`config.mk`:
```
export PLATFORM = sky130hd
export DESIGN_NAME = lsu_bus_master_flat
export DESIGN_NICKNAME = d
export VERILOG_FILES = /design/src/rtl/lsu_bus_master_if.sv /design/src/rtl/lsu_bus_master.sv /design/src/flat_wrapper.sv
export SDC_FILE = /design/constraint.sdc
export NUM_CORES = 1
export LEC_CHECK = 0
export CORE_ASPECT_RATIO = 0.7
export CORE_MARGIN = 4
export CORE_UTILIZATION = 30
export DETAILED_ROUTE_END_ITERATION = 10
export SETUP_SLACK_MARGIN = 0.02
export SLEW_MARGIN = 20
export SYNTH_ARGS = -nofsm -noshare
export SYNTH_HDL_FRONTEND = slang
export SYNTH_SLANG_ARGS = --single-unit
```
`constraint.sdc`:
```
create_clock -name clk_i -period 6.9 [get_ports clk_i]
set_clock_uncertainty 0.1 [all_clocks]
set_input_delay 1.38 -clock clk_i [delete_from_list [all_inputs] [get_ports clk_i]]
set_output_delay 1.38 -clock clk_i [all_outputs]
set_load 0.01 [all_outputs]
```
`src/rtl/lsu_bus_master_if.sv`:
```
// BusEntry: single-transaction memory/peripheral bus.
//   clk          shared bus clock
//   req          initiator request strobe, one cycle per transaction
//   we           1 = write, 0 = read
//   be[3:0]      byte enables within the addressed word
//   addr[31:0]   word-aligned byte address
//   wdata[31:0]  write data, already placed in the enabled byte lanes
//   rdata[31:0]  read data from the responder, valid with ack
//   ack          responder completion strobe
interface BusEntry (
    input logic clk
);
    logic        req;
    logic        we;
    logic [3:0]  be;
    logic [31:0] addr;
    logic [31:0] wdata;
    logic [31:0] rdata;
    logic        ack;

    modport Master (
        input  clk,
        input  rdata,
        input  ack,
        output req,
        output we,
        output be,
        output addr,
        output wdata
    );

    modport Slave (
        input  clk,
        input  req,
        input  we,
        input  be,
        input  addr,
        input  wdata,
        output rdata,
        output ack
    );
endinterface

```
`src/rtl/lsu_bus_master.sv`:
```
// lsu_bus_master: load/store unit bus initiator.
// Converts RV32I LB/LH/LW/LBU/LHU/SB/SH/SW requests into single BusEntry
// transactions, stalls the core until the responder acks, and returns the
// aligned, extended load data in the completion cycle.
//   clk_i          clock (same as bus.clk)
//   rst_i          synchronous active-high reset
//   lsu_req_i      core access request, held while lsu_stall_o is high
//   lsu_we_i       1 = store, 0 = load
//   lsu_size_i     funct3 access size (B/H/W/BU/HU)
//   lsu_addr_i     byte address
//   lsu_wdata_i    store data, LSB-aligned
//   lsu_rdata_o    load result, valid only in the completion cycle
//   lsu_stall_o    core must hold its request
//   lsu_illegal_o  misaligned or illegal-size request (pulse)
//   lsu_timeout_o  transaction aborted without ack (pulse)
//   bus            BusEntry master port
module lsu_bus_master #(
    parameter int unsigned ACK_TIMEOUT = 16
) (
    input  logic          clk_i,
    input  logic          rst_i,
    input  logic          lsu_req_i,
    input  logic          lsu_we_i,
    input  logic [2:0]    lsu_size_i,
    input  logic [31:0]   lsu_addr_i,
    input  logic [31:0]   lsu_wdata_i,
    output logic [31:0]   lsu_rdata_o,
    output logic          lsu_stall_o,
    output logic          lsu_illegal_o,
    output logic          lsu_timeout_o,
    BusEntry.Master       bus
);

    localparam int unsigned CW = (ACK_TIMEOUT > 2) ? $clog2(ACK_TIMEOUT) : 1;
    localparam logic [CW-1:0] CNT_LAST = CW'(ACK_TIMEOUT - 1);

    typedef enum logic {
        IDLE,
        WAIT
    } state_t;

    state_t         state_q, state_d;
    logic [CW-1:0]  cnt_q, cnt_d;
    logic [2:0]     size_q;
    logic [1:0]     off_q;

    logic           legal;
    logic           start;
    logic [3:0]     be_d;
    logic [31:0]    wdata_d;
    logic [31:0]    shifted;
    logic [31:0]    load_data;

    // Request decode: legality, byte enables and lane-replicated store data.
    always_comb begin
        legal   = 1'b0;
        be_d    = 4'b1111;
        wdata_d = lsu_wdata_i;
        case (lsu_size_i)
            3'b000, 3'b100: legal = 1'b1;
            3'b001, 3'b101: legal = ~lsu_addr_i[0];
            3'b010:         legal = (lsu_addr_i[1:0] == 2'b00);
            default:        legal = 1'b0;
        endcase
        case (lsu_size_i[1:0])
            2'b00: begin
                be_d    = 4'b0001 << lsu_addr_i[1:0];
                wdata_d = {4{lsu_wdata_i[7:0]}};
            end
            2'b01: begin
                be_d    = 4'b0011 << {lsu_addr_i[1], 1'b0};
                wdata_d = {2{lsu_wdata_i[15:0]}};
            end
            default: begin
                be_d    = 4'b1111;
                wdata_d = lsu_wdata_i;
            end
        endcase
    end

    // Load extraction from the responder's word using the latched offset/size.
    always_comb begin
        shifted   = bus.rdata >> {off_q, 3'b000};
        load_data = shifted;
        case (size_q)
            3'b000:  load_data = {{24{shifted[7]}},  shifted[7:0]};
            3'b001:  load_data = {{16{shifted[15]}}, shifted[15:0]};
            3'b100:  load_data = {24'h000000, shifted[7:0]};
            3'b101:  load_data = {16'h0000,   shifted[15:0]};
            default: load_data = shifted;
        endcase
    end

    always_comb begin
        state_d       = state_q;
        cnt_d         = cnt_q;
        start         = 1'b0;
        lsu_stall_o   = 1'b0;
        lsu_illegal_o = 1'b0;
        lsu_timeout_o = 1'b0;
        lsu_rdata_o   = '0;
        case (state_q)
            IDLE: begin
                if (lsu_req_i) begin
                    if (legal) begin
                        start       = 1'b1;
                        lsu_stall_o = 1'b1;
                        cnt_d       = '0;
                        state_d     = WAIT;
                    end else begin
                        lsu_illegal_o = 1'b1;
                    end
                end
            end
            WAIT: begin
                // ack takes priority over the timeout on the same cycle
                if (bus.ack) begin
                    lsu_rdata_o = bus.we ? '0 : load_data;
                    state_d     = IDLE;
                end else if (cnt_q == CNT_LAST) begin
                    lsu_timeout_o = 1'b1;
                    state_d       = IDLE;
                end else begin
                    lsu_stall_o = 1'b1;
                    cnt_d       = cnt_q + 1'b1;
                end
            end
            default: state_d = IDLE;
        endcase
        // Reset masks every core-facing output, including a late ack.
        if (rst_i) begin
            lsu_stall_o   = 1'b0;
            lsu_illegal_o = 1'b0;
            lsu_timeout_o = 1'b0;
            lsu_rdata_o   = '0;
        end
    end

    always_ff @(posedge clk_i) begin
        if (rst_i) begin
            state_q   <= IDLE;
            cnt_q     <= '0;
            size_q    <= '0;
            off_q     <= '0;
            bus.req   <= 1'b0;
            bus.we    <= 1'b0;
            bus.be    <= '0;
            bus.addr  <= '0;
            bus.wdata <= '0;
        end else begin
            state_q <= state_d;
            cnt_q   <= cnt_d;
            // req is a one-cycle strobe; address/data hold until the next start
            bus.req <= start;
            if (start) begin
                size_q    <= lsu_size_i;
                off_q     <= lsu_addr_i[1:0];
                bus.we    <= lsu_we_i;
                bus.be    <= be_d;
                bus.addr  <= {lsu_addr_i[31:2], 2'b00};
                bus.wdata <= wdata_d;
            end
        end
    end

endmodule

```
`src/flat_wrapper.sv`:
```
// flat-port wrapper written by rule: the top's interface ports become plain ports
module lsu_bus_master_flat 
#(
    parameter int unsigned ACK_TIMEOUT = 16
)
  (clk_i, rst_i, lsu_req_i, lsu_we_i, lsu_size_i, lsu_addr_i, lsu_wdata_i, lsu_rdata_o, lsu_stall_o, lsu_illegal_o, lsu_timeout_o, clk, bus_rdata, bus_ack, bus_req, bus_we, bus_be, bus_addr, bus_wdata);
  BusEntry bus_i (.clk(clk));
  input  logic clk_i;
  input  logic rst_i;
  input  logic lsu_req_i;
  input  logic lsu_we_i;
  input  logic [2:0] lsu_size_i;
  input  logic [31:0] lsu_addr_i;
  input  logic [31:0] lsu_wdata_i;
  output logic [31:0] lsu_rdata_o;
  output logic lsu_stall_o;
  output logic lsu_illegal_o;
  output logic lsu_timeout_o;
  input wire logic clk;
  input wire logic [$bits(bus_i.rdata)-1:0] bus_rdata;
  input wire logic [$bits(bus_i.ack)-1:0] bus_ack;
  output wire logic [$bits(bus_i.req)-1:0] bus_req;
  output wire logic [$bits(bus_i.we)-1:0] bus_we;
  output wire logic [$bits(bus_i.be)-1:0] bus_be;
  output wire logic [$bits(bus_i.addr)-1:0] bus_addr;
  output wire logic [$bits(bus_i.wdata)-1:0] bus_wdata;
  assign bus_i.rdata = bus_rdata;
  assign bus_i.ack = bus_ack;
  assign bus_req = bus_i.req;
  assign bus_we = bus_i.we;
  assign bus_be = bus_i.be;
  assign bus_addr = bus_i.addr;
  assign bus_wdata = bus_i.wdata;
  lsu_bus_master #(.ACK_TIMEOUT(ACK_TIMEOUT)) u_core (.clk_i(clk_i), .rst_i(rst_i), .lsu_req_i(lsu_req_i), .lsu_we_i(lsu_we_i), .lsu_size_i(lsu_size_i), .lsu_addr_i(lsu_addr_i), .lsu_wdata_i(lsu_wdata_i), .lsu_rdata_o(lsu_rdata_o), .lsu_stall_o(lsu_stall_o), .lsu_illegal_o(lsu_illegal_o), .lsu_timeout_o(lsu_timeout_o), .bus(bus_i));
endmodule
```
==> summary.txt, run 1 <==
Critical Path Start -> bus_ack
Area of the multi-input gates -> 2110 µm²
Layout cells sized above 1 -> 4.41%
Ys async rst share -> 0%
Cell area after synthesis -> 3850 µm²
Die height -> 103 µm
Arrival time at the worst endpoint -> 3.90 ns
Effective utilization at floorplan -> 30.8%
Yosys top cell by area -> dfxtp_1
Syn avg cell area -> 7.79 µm²
Crit path time final -> 5.38 ns
Largest net degree at the start of global routing -> 92
R2R cell count -> 5
Clk Latency, worst-skew pair -> 0.32 ns
Core ar. -> 12,500 µm²
Hold slack -> 0.352 ns
Total Power -> 1170 µW
Peak supply drop -> 123 µV
Clock Tree Buf Depth -> 2
Placed insts -> 826
Clock sinks -> 78
Hold Crit Class -> reg2reg
Synth area leaders -> dfxtp_1 (41%), nand2_1 (11%), a21oi_1 (8.6%)
CTS Root Cell -> clkbuf_16
Synth Flop Type -> dfxtp_1
Row cnt -> 34
Yosys cell types -> 41
Switching Share -> 25.9%
Number of global-route vias before repair -> 4,025
Postcts setup bufs -> 0
All-layer global routing usage -> 18.1%
Register area share after synthesis -> 40.5%
Initial antenna violation count -> 0
PD cells -> 186 nW/µm²
Critical R2R Launch -> u_core.state_q$_DFF_P_
Fraction of power consumed by sequential logic -> 41.8%
IO Port Bufs -> 206
Hold buffers post-CTS -> 0
Setup TNS Final -> 0 ns
Area grow syn2layout -> 63.2%
End-of-flow core utilization -> 50.3%
WL final -> 13.8 mm
GR Overflow Total -> 0
Die area -> 14,800 µm²
Global placement routability congestion -> 0.839
Worst-margin pin slew -> 0.934 ns
FF-to-FF setup slack -> 5.02 ns
Setup crit start kind -> input pin
Clock share of power -> 37.2%
Final period util -> 77.9%
Crit-path max FO -> 18
DRT antenna net count -> 0
Yosys reg bits -> 78
H-tree levels -> 3
Post-Layout Cell Count -> 842
Mapped Cells -> 495
Final #Nets -> 782
RSZ-0062 raised after global routing -> false
Max-slew violations -> 0
First-pass GRT wire length -> 21.2 mm
Max-Cap Viols -> 0
Post-cts resize count -> 0
Ports -> 210
Worst endpoint required time -> 5.42 ns
Worst setup endpoint -> lsu_rdata_o[31]
Residual DRC -> 0
Number of inserted diodes -> 0
Pre-antenna DRT Iters -> 4
Pleak -> 0.00223 µW
Yosys warnings -> 0
Vias post-DR -> 4,199
Dpl hpwl -> 10.2 mm
Status -> completed
Die Wd -> 143 µm
Net Sw Power -> 303 µW
EDFF count, synth -> 0
Cts bufs inserted -> 9
Register area -> 1560 µm²
Clock slew at reported path FFs -> 0.05 ns
Max Clk Rate -> 186 MHz
Routed len/inst -> 16.4 µm
Top-area cell type share of the netlist area -> 40.5%
Setup Viol. Count Final -> 0
Hold Vio Cnt, Final -> 0
Gate power share -> 20.9%
Setup CP Type -> in2out
Vias per inst -> 4.99
R2R Path End -> u_core.bus.wdata[10]$_SDFFE_PP0P_
Max_slew headroom -> 37.7%
Initial DRC count -> 208
Layout fillers -> 1,190
CP Capture Type -> primary output
Internal -> 869 µW
CTS tree -> built
## logic make-up after synthesis
| kind of cell | after synthesis | synth area share (%) |
|---|---|---|
| flip-flops | 78 | 40.5 |
| multiplexers | 34 | 8.90 |
| buffers and inverters | 47 | 5.16 |
| AND/OR/NAND/NOR | 186 | 21.1 |
| adder cells (fa/ha/maj) | 1 | 0.325 |
| AO/OA/AOI/OAI | 148 | 23.9 |
| other | 1 | 0.0973 |
## power groups by stage
stage          Sequential (µW)  Combinational [µW]  Clock, µW
2_1_floorplan              507                97.6          0
3_3_place_gp               499                 244          0
3_5_place_dp               500                 246          0
4_1_cts                    491                 247        455
5_1_grt                    494                 267        476
6_report                   490                 245        436
## cells in the mapped netlist, drive strengths merged (7+ instances only)
| library cell | count |
|---|---|
| dfxtp | 78 |
| nor2b | 9 |
| nor2 | 31 |
| a211oi | 24 |
| buf | 13 |
| clkbuf | 31 |
| a21o | 8 |
| nand2 | 113 |
| a311oi | 10 |
| o211ai | 8 |
| a21oi | 66 |
| o21ai | 25 |
| mux2i | 32 |
| and2 | 7 |
## through the flow
| step | setup slack, ns | area [µm²] |
|---|---|---|
| 2_1_floorplan | 2.62 | 3860 |
| 3_5_place_dp | 1.52 | 5990 |
| 3_3_place_gp | 1.60 | 5990 |
| 4_1_cts | 1.52 | 6270 |
| 5_1_grt | 1.37 | 6290 |
| 6_report | 1.52 | 6290 |
## worst max-delay path: stages
cell and delay, ns:
clkdlybuf4s50_1 0.50, nand4bb_1 0.14, buf_4 0.23, or3_4 0.36
a2111oi_4 0.59, a21o_1 0.14, clkdlybuf4s50_1 0.55
## layer usage
layer / up-vias / share of wire, % / track usage, %
met5: - / 0 / 0
met2: 138 / 46 / 28.4
li1: 2088 / - / -
met1: 1965 / 45 / 24.3
met3: 8 / 8.8 / 6.40
met4: 0 / 0.74 / 3.55
## how the worst min path moves through the flow
stage / to / cells after the start / from
floorplan: u_core.size_q[2]$_SDFFE_PP0P_ / 2 / u_core.size_q[2]$_SDFFE_PP0P_
global placement: u_core.bus.wdata[31]$_SDFFE_PP0P_ / 2 / u_core.bus.wdata[31]$_SDFFE_PP0P_
detailed placement: u_core.bus.addr[24]$_SDFFE_PP0P_ / 2 / u_core.bus.addr[24]$_SDFFE_PP0P_
CTS: u_core.bus.addr[27]$_SDFFE_PP0P_ / 2 / u_core.bus.addr[27]$_SDFFE_PP0P_
global route: u_core.bus.addr[24]$_SDFFE_PP0P_ / 2 / u_core.bus.addr[24]$_SDFFE_PP0P_
finish: u_core.bus.wdata[2]$_SDFFE_PP0P_ / 2 / u_core.bus.wdata[2]$_SDFFE_PP0P_
## sequential cells by signal, indices dropped and copies added, names as in the netlist
| name | flops |
|---|---|
| u_core.bus.wdata | 32 |
| u_core.state_q | 1 |
| u_core.bus.req | 1 |
| u_core.size_q | 3 |
| u_core.cnt_q | 4 |
| u_core.bus.addr | 30 |
| u_core.off_q | 2 |
| u_core.bus.we | 1 |
| u_core.bus.be | 4 |
## cells in the final DEF (no fill, tap or decap), types with 2 or more instances in the layout
master / instances
clkdlybuf4s50_1: 205
nand2_1: 113
dfxtp_1: 78
a21oi_1: 66
mux2i_1: 32
nor2_1: 30
o21ai_0: 25
a211oi_1: 24
a311oi_1: 10
nor2b_1: 9
clkbuf_16: 9
a21o_1: 8
o211ai_1: 8
and2_1: 7
nand2b_1: 6
nand3_1: 6
buf_4: 6
nor3_1: 3
mux2_2: 2
inv_1: 2
nor4_1: 2
nand3b_1: 2
a31oi_1: 2
conb_1: 2
clkinvlp_4: 2
clkbuf_8: 2
## area by class of cell
cell class                 count  share of cell area [%]
timing repair buffer         213                    33.7
multi-input combinational    371                    33.6
sequential                    78                    24.8
clock buffer                  12                    4.08
tap                          162                    3.22
clock inverter                 3                   0.318
inverter                       3                   0.179
(Power assumes the default switching activity.)
==> inputs of run 2 (changes only) <==
Settings changed: PLACE_DENSITY set to 0.67.
Clock period 6.9 ns to 4.5 ns, I/O delays scaled along.
==> run 2 against run 1 <==
Effect of this change: global-route usage hardly changed; final cell count is 0.36% higher; combinational power is 56% higher; die area stayed put; non-clock buffer count is 4 higher; total power is 62% higher; wire length is 1.2% higher; hold slack better by 0.0019 ns; worst setup slack worse by 1.3 ns; via count is 0.33% higher; sequential share of layout area is 0.21 points lower; critical path type unchanged; largest cell class unchanged; largest power group is now clock.
==> summary.txt, run 2 (synthesis gave the netlist of run 1 again) <==
Layout cells sized above 1 -> 4.98%
Reg with most FFs -> u_core.bus.wdata
Peak supply drop -> 191 µV
Area grow syn2layout -> 64.5%
Crit path time final -> 4.24 ns
Clock Tree Buf Depth -> 2
Arrival time at the worst endpoint -> 3.24 ns
Cts bufs inserted -> 9
CP bufs+invs -> 3
DRT antenna net count -> 0
Hold Crit Class -> reg2reg
Status -> completed
Number of inserted diodes -> 0
Max-Cap Viols -> 0
RSZ-0062 raised after global routing -> false
PD cells -> 300 nW/µm²
Clock sinks -> 78
Most common cell after layout, fill and taps aside -> clkdlybuf4s50_1
Slowest stage delay, CP -> 0.53 ns
Dpl hpwl -> 10.4 mm
Setup crit start kind -> input pin
Critical R2R Launch -> u_core.state_q$_DFF_P_
Effective utilization at floorplan -> 30.8%
CP top delay family -> buffers and inverters
H-tree levels -> 3
Routed len/inst -> 16.5 µm
Crit-path max FO -> 17
Largest regs -> u_core.bus.wdata (32), u_core.bus.addr (30)
Most frequent cells in the layout -> clkdlybuf4s50_1 (205), nand2_1 (113), dfxtp_1 (78)
Max FFs per register -> 32
CTS tree -> built
Setup CP Type -> in2out
Dpl ws -> 0.267 ns
Setup TNS Final -> 0 ns
Clock slew at reported path FFs -> 0.05 ns
Initial DRC count -> 291
Ports -> 210
Clk Latency, worst-skew pair -> 0.33 ns
Pleak -> 0.00227 µW
CP Capture Type -> primary output
All-layer global routing usage -> 18.1%
End-of-flow core utilization -> 50.7%
Setup Viol. Count Final -> 0
CTS Root Cell -> clkbuf_16
Total Power -> 1900 µW
Final #Nets -> 786
Die area -> 14,800 µm²
Worst Hold End -> u_core.bus.addr[30]$_SDFFE_PP0P_
Worst endpoint required time -> 3.50 ns
Residual DRC -> 0
FF-to-FF setup slack -> 2.50 ns
Hold Startpoint -> u_core.bus.addr[30]$_SDFFE_PP0P_
WL final -> 14.0 mm
Number of global-route vias before repair -> 4,035
R2R Path End -> u_core.bus.addr[7]$_SDFFE_PP0P_
Pre-antenna DRT Iters -> 4
Max-slew violations -> 0
Hold buffers post-CTS -> 0
Max_slew headroom -> 43.1%
Setup WS post-layout -> 0.259 ns
Post-cts resize count -> 0
Largest net degree at the start of global routing -> 81
Die height -> 103 µm
Vias per inst -> 4.99
Max Clk Rate -> 236 MHz
Worst path most repeated cell -> clkdlybuf4s50_1
Hold Path Cell Cnt -> 2
Post-Layout Cell Count -> 845
IO Port Bufs -> 206
Placed insts -> 831
Crit path max-delay cell type -> clkdlybuf4s50_1
Initial antenna violation count -> 0
Core ar. -> 12,500 µm²
GR Overflow Total -> 0
Global placement routability congestion -> 0.925
Hold Vio Cnt, Final -> 0
Die Wd -> 143 µm
Worst-margin pin slew -> 0.853 ns
First-pass GRT wire length -> 21.2 mm
R2R cell count -> 5
Final period util -> 94.2%
Worst path cell trace -> clkdlybuf4s50_1 > nand4bb_1 > buf_4 > or3b_1 > nor2_2 > a21o_1 > clkdlybuf4s50_1
Vias post-DR -> 4,213
Postcts setup bufs -> 0
Row cnt -> 34
==> run 2: cell types whose count changed in the layout (fill, tap and decap cells not counted), sizes merged <==
cell,change
clkbuf,-2
bufinv,+2
buf,+4
clkinvlp,-1
==> run 2: layout make-up <==
type	instances	area, µm²
timing repair buffer	217	2140
inverter	3	11.3
clock inverter	4	72.6
multi-input combinational	371	2110
sequential	78	1560
tap	162	203
clock buffer	10	239
fill	1195	6170
==> run 2: worst min-delay path, cell delays in order (launching register included) <==
cell	delay, ns
dfxtp_1	0.30
nand2_1	0.05
a21oi_1	0.05
==> run 2: worst max path at each step <==
stage                 start         endpoint  slack (ns)  cells past startpoint
floorplan             rst_i  lsu_rdata_o[24]        1.18                      6
global placement    bus_ack  lsu_rdata_o[25]        0.31                      7
detailed placement  bus_ack  lsu_rdata_o[29]        0.27                      7
CTS                 bus_ack  lsu_rdata_o[29]        0.26                      7
global route        bus_ack  lsu_rdata_o[29]        0.17                      7
finish              bus_ack  lsu_rdata_o[30]        0.26                      7
==> run 2: routing by layer <==
metal / part of all wire [%] / vias up / track usage [%] / wire (µm)
met5: 0 / - / 0 / 0
met4: 0.54 / 0 / 3.11 / 75
met3: 8.8 / 9 / 6.91 / 1230
met2: 46 / 132 / 28.3 / 6460
met1: 44 / 1983 / 24.2 / 6220
li1: - / 2089 / - / -
==> run 2: where the power goes <==
part,leakage [µW],total [µW],internal [µW],switching [µW]
sequential,0.000637,751,728,22.2
combinational,0.00148,381,204,177
clock,0.000150,769,493,275
total,0.00227,1900,1430,474
==> run 2: through the flow <==
stage | hold slack [ns] | cell area (µm²)
floorplan | 0.345 | 3860
CTS | 0.355 | 6340
finish | 0.353 | 6340
global route | 0.375 | 6340
global placement | 0.342 | 6030
detailed placement | 0.347 | 6030
